**src/rtl/alu_pkg.sv**
```systemverilog
// Shared ALU definitions: opcode encoding, opcode width and sequencer FSM states.
package alu_pkg;

    localparam int OP_W = 4;

    localparam logic [OP_W-1:0] OP_COMPLEMENT = 4'd0;
    localparam logic [OP_W-1:0] OP_AND        = 4'd1;
    localparam logic [OP_W-1:0] OP_XOR        = 4'd2;
    localparam logic [OP_W-1:0] OP_OR         = 4'd3;
    localparam logic [OP_W-1:0] OP_DECREMENT  = 4'd4;
    localparam logic [OP_W-1:0] OP_ADD        = 4'd5;
    localparam logic [OP_W-1:0] OP_SUB        = 4'd6;
    localparam logic [OP_W-1:0] OP_INCREMENT  = 4'd7;

    typedef enum logic [1:0] {
        StIdle = 2'd0,
        StExec = 2'd1,
        StDone = 2'd2
    } state_t;

    // Only opcodes 0..7 exist; the top bit marks an illegal request.
    function automatic logic op_is_legal(input logic [OP_W-1:0] op);
        return !op[OP_W-1];
    endfunction

endpackage

```
**src/rtl/alu_seq_ctrl.sv**
```systemverilog
// Iterating ALU initiator: takes one command, feeds alu_result back as op1 for
// cmd_rpt+1 iterations (optionally stopping on zero), then returns the result.
module alu_seq_ctrl
    import alu_pkg::*;
#(
    parameter int unsigned DATA_W = 32,
    parameter int unsigned RPT_W  = 4
) (
    input  logic              clk,
    input  logic              rst,
    input  logic              cmd_valid,
    output logic              cmd_ready,
    input  logic [OP_W-1:0]   cmd_op,
    input  logic [DATA_W-1:0] cmd_a,
    input  logic [DATA_W-1:0] cmd_b,
    input  logic [RPT_W-1:0]  cmd_rpt,
    input  logic              cmd_stop_zero,
    output logic [DATA_W-1:0] alu_op1,
    output logic [DATA_W-1:0] alu_op2,
    output logic [OP_W-1:0]   alu_control,
    input  logic [DATA_W-1:0] alu_result,
    input  logic              alu_zero,
    output logic              rsp_valid,
    input  logic              rsp_ready,
    output logic [DATA_W-1:0] rsp_result,
    output logic              rsp_zero,
    output logic [RPT_W:0]    rsp_iters,
    output logic              rsp_illegal
);

    state_t            r_state;
    logic              r_cmd_ready;
    logic              r_rsp_valid;
    logic [DATA_W-1:0] r_acc;
    logic [DATA_W-1:0] r_op2;
    logic [OP_W-1:0]   r_op;
    logic [RPT_W:0]    r_limit;
    logic [RPT_W:0]    r_iter;
    logic              r_stop;
    logic [DATA_W-1:0] r_rsp_result;
    logic              r_rsp_zero;
    logic [RPT_W:0]    r_rsp_iters;
    logic              r_rsp_illegal;

    logic [RPT_W:0]    w_iter_nxt;
    logic              w_last;

    assign w_iter_nxt = r_iter + 1'b1;
    assign w_last     = (w_iter_nxt == r_limit) || (r_stop && alu_zero);

    always_ff @(posedge clk) begin
        if (rst) begin
            r_state       <= StIdle;
            r_cmd_ready   <= 1'b1;
            r_rsp_valid   <= 1'b0;
            r_acc         <= '0;
            r_op2         <= '0;
            r_op          <= '0;
            r_limit       <= '0;
            r_iter        <= '0;
            r_stop        <= 1'b0;
            r_rsp_result  <= '0;
            r_rsp_zero    <= 1'b0;
            r_rsp_iters   <= '0;
            r_rsp_illegal <= 1'b0;
        end else begin
            case (r_state)
                StIdle: begin
                    if (cmd_valid) begin
                        r_acc       <= cmd_a;
                        r_op2       <= cmd_b;
                        r_op        <= cmd_op;
                        r_limit     <= {1'b0, cmd_rpt} + 1'b1;
                        r_stop      <= cmd_stop_zero;
                        r_iter      <= '0;
                        r_cmd_ready <= 1'b0;
                        if (op_is_legal(cmd_op)) begin
                            r_state <= StExec;
                        end else begin
                            // Illegal opcodes never touch the ALU.
                            r_rsp_result  <= '0;
                            r_rsp_zero    <= 1'b1;
                            r_rsp_iters   <= '0;
                            r_rsp_illegal <= 1'b1;
                            r_rsp_valid   <= 1'b1;
                            r_state       <= StDone;
                        end
                    end
                end
                StExec: begin
                    r_acc  <= alu_result;
                    r_iter <= w_iter_nxt;
                    if (w_last) begin
                        r_rsp_result  <= alu_result;
                        r_rsp_zero    <= alu_zero;
                        r_rsp_iters   <= w_iter_nxt;
                        r_rsp_illegal <= 1'b0;
                        r_rsp_valid   <= 1'b1;
                        r_state       <= StDone;
                    end
                end
                StDone: begin
                    if (rsp_ready) begin
                        r_rsp_valid <= 1'b0;
                        r_cmd_ready <= 1'b1;
                        r_state     <= StIdle;
                    end
                end
                default: begin
                    r_rsp_valid <= 1'b0;
                    r_cmd_ready <= 1'b1;
                    r_state     <= StIdle;
                end
            endcase
        end
    end

    assign cmd_ready   = r_cmd_ready;
    assign rsp_valid   = r_rsp_valid;
    assign alu_op1     = r_acc;
    assign alu_op2     = r_op2;
    assign alu_control = r_op;
    assign rsp_result  = r_rsp_result;
    assign rsp_zero    = r_rsp_zero;
    assign rsp_iters   = r_rsp_iters;
    assign rsp_illegal = r_rsp_illegal;

endmodule
```
**config.mk**
```make
export PLATFORM = sky130hd
export DESIGN_NAME = alu_seq_ctrl
export DESIGN_NICKNAME = d
export VERILOG_FILES = /design/src/rtl/alu_pkg.sv /design/src/rtl/alu_seq_ctrl.sv
export SDC_FILE = /design/constraint.sdc
export NUM_CORES = 1
export LEC_CHECK = 0
export BUFFER_PORTS_ARGS = -buffer_cell sky130_fd_sc_hd__buf_2
export CORE_ASPECT_RATIO = 1.1
export CORE_MARGIN = 4
export CORE_UTILIZATION = 40
export DETAILED_ROUTE_END_ITERATION = 10
export PLACE_DENSITY_LB_ADDON = 0.12
export SYNTH_ARGS = -nofsm -noshare
export SYNTH_HDL_FRONTEND = slang
export SYNTH_SLANG_ARGS = --single-unit
```
**constraint.sdc**
```tcl
create_clock -name clk -period 3.3 [get_ports clk]
set_input_delay 0.495 -clock clk [delete_from_list [all_inputs] [get_ports clk]]
set_output_delay 0.495 -clock clk [all_outputs]
set_load 0.01 [all_outputs]
```
==> results.json, run 1 <==
{
  "synth.area.top_cells": "dfxtp_1 45%, nand2_1 11%, a21oi_1 7.1%",
  "path_buf_inv": 2,
  "clock_power_share_pct": 44.5,
  "port_buffers": 218,
  "finalMaxSlewViolations": 0,
  "vdd_ir_drop_max_mv": 0.2949,
  "max-cap-violations": 0,
  "async_reset_ff_share_pct": 0,
  "ys_top_cells_by_count": "153 x nand2_1, 122 x dfxtp_1, 77 x a21oi_1",
  "overflow": 0,
  "sw_frac_of_total_pct": 26.62,
  "io_pins": 219,
  "finalCritPeriodShare_pct": 63.70,
  "wl_per_cell_um": 15.40,
  "yosysTopAreaCell": "dfxtp_1",
  "power_leakage_nw": 3.257,
  "hold_viol": 0,
  "rsz0062_at_grt": "no",
  "p_seq_share_pct": 39.2,
  "die_w_um": 119.3,
  "min_path_type": "in -> reg",
  "clk_latency_ns": 0.42,
  "yosys_register_bits": 122,
  "synthXorXnorAreaFrac_pct": 1.930,
  "synth_area_um2": 5446,
  "dieArea_um2": 15550,
  "area.growth.synth_to_final_pct": 32.97,
  "viasPerCell": 5.349,
  "h-tree-depth": 4,
  "ys_types": 39,
  "grt_pass1_vias": 5442,
  "num_vias": 5584,
  "finalSetupViolCount": 0,
  "relSlewSlack_pct": 44.30,
  "syn_avg_cell_area_um2": 8.277,
  "criticalPathCategory": "reg -> reg",
  "synthSimpleGateAreaFrac_pct": 21.89,
  "cp_max_fo": 36,
  "dp_cells": 1012,
  "ctsResizeCount": 0,
  "post-place-ws_ns": 0.9683,
  "critPathMaxStageDelay_ns": 0.66,
  "p_total_w": 0.004212,
  "synth_fa_ha_area_share_pct": 0.4595,
  "clk_pin_slew_ns": 0.06,
  "gp_congestion": 0.7948,
  "start_kind": "flip-flop",
  "cellPowerDensity_nw_per_um2": 581.6,
  "postCtsSetupBuffers": 0,
  "intPower_w": 0.003091,
  "antenna_found_initial": 0,
  "drt.antenna.violating_nets": 0,
  "start_util_pct": 41.05,
  "clk_path_buf_depth": 2,
  "drive_gt1_share_pct": 33.02,
  "core_area_um2": 13270,
  "comb_power_share_pct": 16.3,
  "synth-edff-count": 0,
  "synth_cells": 658,
  "worst_slack_ns": 1.198,
  "nNetsFinal": 959,
  "yosysSeqAreaShare_pct": 44.84,
  "core.rowCount": 44,
  "cts.sinks": 122,
  "netlist.area_leader.share_pct": 44.84,
  "dp_hpwl_um": 10910,
  "syn-num-nets": 770,
  "cts_hold_buf": 0,
  "finalNonFillerCells": 1044,
  "synth_top_family_by_area": "compound AO/OA/AOI/OAI gates",
  "grt_start_max_net_pins": 77,
  "hold_depth": 2,
  "clockRootBuffer": "clkbuf_16",
  "cts_tree": "built",
  "finalSetupTns_ns": 0,
  "grt_usage_pct": 20.54,
  "reg2reg_depth": 6,
  "worstPathArrival_ns": 2.43,
  "drt_first_pass_iters": 4,
  "synthFlopType": "dfxtp_1",
  "worst_pin_slew_ns": 0.8335,
  "synth_compound_gate_area_share_pct": 25.43,
  "yosysMostFrequentCell": "nand2_1",
  "skew_ns": 0.02009,
  "p_sw_w": 0.001121,
  "die_h_um": 130.4,
  "critPathRequiredTime_ns": 3.63,
  "fmaxAchievable_ghz": 0.4757,
  "outcome": "finished, final reports clean",
  "finalCriticalPeriod_ns": 2.102,
  "end_kind": "flip-flop",
  "hold_slack_ns": 0.2963,
  "grt_pass1_wl_um": 26020,
  "drc": 0,
  "drtIter0Drc": 287,
  "synthMuxAreaShare_pct": 0,
  "worst_path_max_delay_cell": "nor2_2",
  "wl_um": 16080,
  "crit_path_frequent_cell": "buf_4",
  "yosysWarnings": 0,
  "crit_chain": "nor2b_4, buf_4, nor2_2, buf_4, a32oi_1, o211ai_2",
  "n_antenna_cell": 0,
  "crit_cells": 6,
  "numCtsBuffers": 17,
  "critical_path.top_delay_family": "simple AND/OR/NAND/NOR gates"
}
## cell families (layout without fill, tap and decap cells)
family	count (synthesis)	count (layout)
fa+ha+maj	2	2
buf+inv	65	267
xor+xnor	9	9
flops	122	122
simple gates	264	264
compound gates	196	196
## area by class of cell
type	count	area [um2]
Fill cell	1257	6026
Multi-Input combinational cell	471	2731
Sequential cell	122	2442
Timing Repair Buffer	233	1231
Clock buffer	25	485.5
Tap cell	184	230.2
Clock inverter	7	113.9
Inverter	2	7.507
## path summary, 6_finish.rpt
kind	slack, ns	endpoint	startpoint
worst min register to register	0.45	alu_op1[18]$_SDFFE_PP0P_	alu_op1[18]$_SDFFE_PP0P_
worst min-delay path	0.30	r_limit[0]$_SDFFE_PP0P_	cmd_rpt[0]
worst max register to register	1.20	rsp_result[17]$_SDFFE_PP0P_	r_state[1]$_SDFFE_PP0P_
worst max-delay path	1.20	rsp_result[17]$_SDFFE_PP0P_	r_state[1]$_SDFFE_PP0P_
## cell usage in the layout, fill, tap and decap left out, types with 3 or more instances in the layout
master     Yosys  layout
clkinv_2       0       3
nand3_1       39      39
o211ai_1      24      24
buf_4          0      14
nand2_1      153     152
dfxtp_1      122     122
and2_1         4       3
clkbuf_1      53       5
and3_1        35      35
bufinv_16      0       3
a22oi_1       32      32
a211oi_1       4       4
nor3_1         5       5
a21oi_1       77      77
clkbuf_16      0      17
o211ai_2      11      11
xor2_1         3       3
buf_2          0     217
clkbuf_8       0       3
o21ai_0        4       4
xnor2_1        4       4
a32oi_1       34      34
nor2_1        18      15
## flip-flops by register name, indices dropped and copies added, names as in the netlist
name,cells
rsp_result,32
alu_op1,32
r_iter,5
rsp_illegal,1
r_limit,5
alu_op2,32
r_state,2
alu_control,4
r_stop,1
rsp_valid,1
cmd_ready,1
rsp_zero,1
rsp_iters,5
## stage by stage
step	util [%]	cell area, um2
after floorplan	-	5446
after global placement	50.07	6643
after detailed placement	50.07	6643
after CTS	54.58	7242
after global routing	54.58	7242
final	54.58	7242
## power by group through the flow
stage                     Sequential [W]  Combinational [W]  Clock (W)
after floorplan                  0.00172           0.000383          0
after global placement           0.00167           0.000681          0
after detailed placement         0.00168           0.000697          0
after CTS                        0.00165           0.000698    0.00191
after global routing             0.00166           0.000765    0.00199
final                            0.00165           0.000688    0.00187
## metal layers
metal	up-vias	routed length, um	global-route usage (%)
met1	2652	6676	24.13
li1	2758	-	-
met5	-	0	0
met2	161	8186	35.52
met3	13	1011	5.811
met4	0	202	8.521
Note: power is estimated with default switching activity, not from simulation.
==> run 2: changes to the inputs <==
Clock period 3.3 ns to 2 ns, I/O delays scaled along.
==> results.json, run 2 (synthesis gave the netlist of run 1 again) <==
{
  "cts.sinks": 122,
  "hold_slack_ns": 0.1158,
  "cp_max_fo": 17,
  "worst_pin_slew_ns": 0.5091,
  "reg2reg_depth": 8,
  "finalSetupViolCount": 0,
  "port_buffers": 218,
  "drt_first_pass_iters": 5,
  "r2r_end": "rsp_result[8]$_SDFFE_PP0P_",
  "numCtsBuffers": 17,
  "die_h_um": 130.4,
  "core.rowCount": 44,
  "nFillCells": 1228,
  "critPathMaxStageDelay_ns": 0.34,
  "hp-start": "cmd_rpt[0]",
  "grt_usage_pct": 20.28,
  "drtIter0Drc": 558,
  "mostFrequentLayoutCells": "217 x buf_2, 152 x nand2_1, 119 x dfxtp_1",
  "seqCellArea_um2": 2446,
  "relSlewSlack_pct": 66.06,
  "die_w_um": 119.3,
  "power_leakage_nw": 3.387,
  "r2r_setup_slack_ns": 0.1,
  "grt_start_max_net_pins": 49,
  "clk_path_buf_depth": 2,
  "hold_depth": 2,
  "h-tree-depth": 4,
  "start_util_pct": 41.05,
  "num_vias": 5633,
  "dieArea_um2": 15550,
  "crit_chain": "buf_4, nor2b_1, o21ai_1, a31oi_4, nor4_4, buf_12, clkbuf_16, o211ai_1",
  "end_kind": "flip-flop",
  "multi_input_area_um2": 2769,
  "finalCriticalPeriod_ns": 1.905,
  "clk_latency_ns": 0.41,
  "cts_tree": "built",
  "worst_path_max_delay_cell": "dfxtp_1",
  "cellPowerDensity_nw_per_um2": 944.5,
  "criticalPathCategory": "reg -> reg",
  "core_area_um2": 13270,
  "antenna_found_initial": 0,
  "drt.antenna.violating_nets": 0,
  "drc": 0,
  "wl_um": 16210,
  "crit_cells": 8,
  "area.growth.synth_to_final_pct": 37.70,
  "clk_pin_slew_ns": 0.06,
  "grt_pass1_vias": 5444,
  "finalSetupTns_ns": 0,
  "outcome": "finished, final reports clean",
  "wl_per_cell_um": 15.28,
  "overflow": 0,
  "final_common_cell": "buf_2",
  "vdd_ir_drop_max_mv": 0.5566,
  "nNetsFinal": 977,
  "timing.rr.start": "r_iter[2]$_SDFFE_PP0P_",
  "start_kind": "flip-flop",
  "cts_hold_buf": 0,
  "n_antenna_cell": 0,
  "critical_path.top_delay_family": "buffers and inverters",
  "viasPerCell": 5.309,
  "io_pins": 219,
  "hold_viol": 0,
  "min_path_type": "in -> reg",
  "rsz0062_at_grt": "no",
  "max-cap-violations": 0,
  "dp_hpwl_um": 11380,
  "grt_pass1_wl_um": 25810,
  "gp_congestion": 0.8061,
  "clockRootBuffer": "clkbuf_16",
  "path_buf_inv": 3,
  "finalCritPeriodShare_pct": 95.24,
  "finalMaxSlewViolations": 0,
  "fmaxAchievable_ghz": 0.5250,
  "min_to": "r_limit[0]$_SDFFE_PP0P_",
  "skew_ns": 0.01167,
  "critPathRequiredTime_ns": 2.28,
  "drive_gt1_share_pct": 35.23,
  "worstPathArrival_ns": 2.18
}
==> run 2: per-layer routing <==
| metal | part of all wire, % | track usage, % |
|---|---|---|
| met5 | 0 | 0 |
| met4 | 1.8 | 7.839 |
| met3 | 6.1 | 5.854 |
| met2 | 50 | 34.39 |
| met1 | 42 | 24.53 |
==> run 2: worst max-delay path by stage <==
stage                      startpoint                     endpoint  slack [ns]
2_1_floorplan  r_iter[0]$_SDFFE_PP0P_  rsp_result[16]$_SDFFE_PP0P_        0.06
3_5_place_dp   r_iter[0]$_SDFFE_PP0P_       rsp_valid$_SDFFE_PP0P_        0.11
3_3_place_gp   r_iter[0]$_SDFFE_PP0P_        rsp_zero$_SDFFE_PP0P_        0.17
6_report       r_iter[2]$_SDFFE_PP0P_   rsp_result[8]$_SDFFE_PP0P_         0.1
4_1_cts        r_iter[0]$_SDFFE_PP0P_       rsp_valid$_SDFFE_PP0P_        0.09
5_1_grt        r_iter[0]$_SDFFE_PP0P_   rsp_result[9]$_SDFFE_PP0P_       0.008
==> run 2: worst register-to-register path, cell delays in order, from the launching register on <==
cell and delay, ns:
dfxtp_1 0.34, buf_4 0.16, nor2b_1 0.12, o21ai_1 0.20
a31oi_4 0.13, nor4_4 0.34, buf_12 0.19, clkbuf_16 0.19
o211ai_1 0.11
==> run 2: final cells by class <==
cell class,count,share of cell area [%]
clock buffer,24,6.557
clock inverter,7,1.518
inverter,2,0.1001
multi-input combinational,471,36.92
sequential,122,32.62
tap,184,3.070
timing repair buffer,251,19.22
==> run 2: through the flow <==
stage	worst slack, ns	util, %	total power [W]	area [um2]	cells
after floorplan	0.05724	-	0.003470	5446	658
after global placement	0.1683	50.99	0.003931	6765	1025
after detailed placement	0.1095	50.99	0.003967	6765	1025
after CTS	0.09296	55.55	0.007093	7371	1056
after global routing	0.007528	56.53	0.007442	7500	1061
final	0.09515	56.53	0.007084	7500	1061
==> run 2: timing repair <==
action | 4_1_cts | 5_1_grt
endpoints found under the setup margin | 0 | 35
setup buffers | 0 | 3
gates resized for setup | 0 | 12
==> run 2: where the power goes <==
part	leakage (nW)	switching, W	internal (W)	total, W
logic	2.09	0.000730	0.000523	0.00125
registers	0.999	0.000108	0.00262	0.00272
clock network	0.300	0.00103	0.00208	0.00311
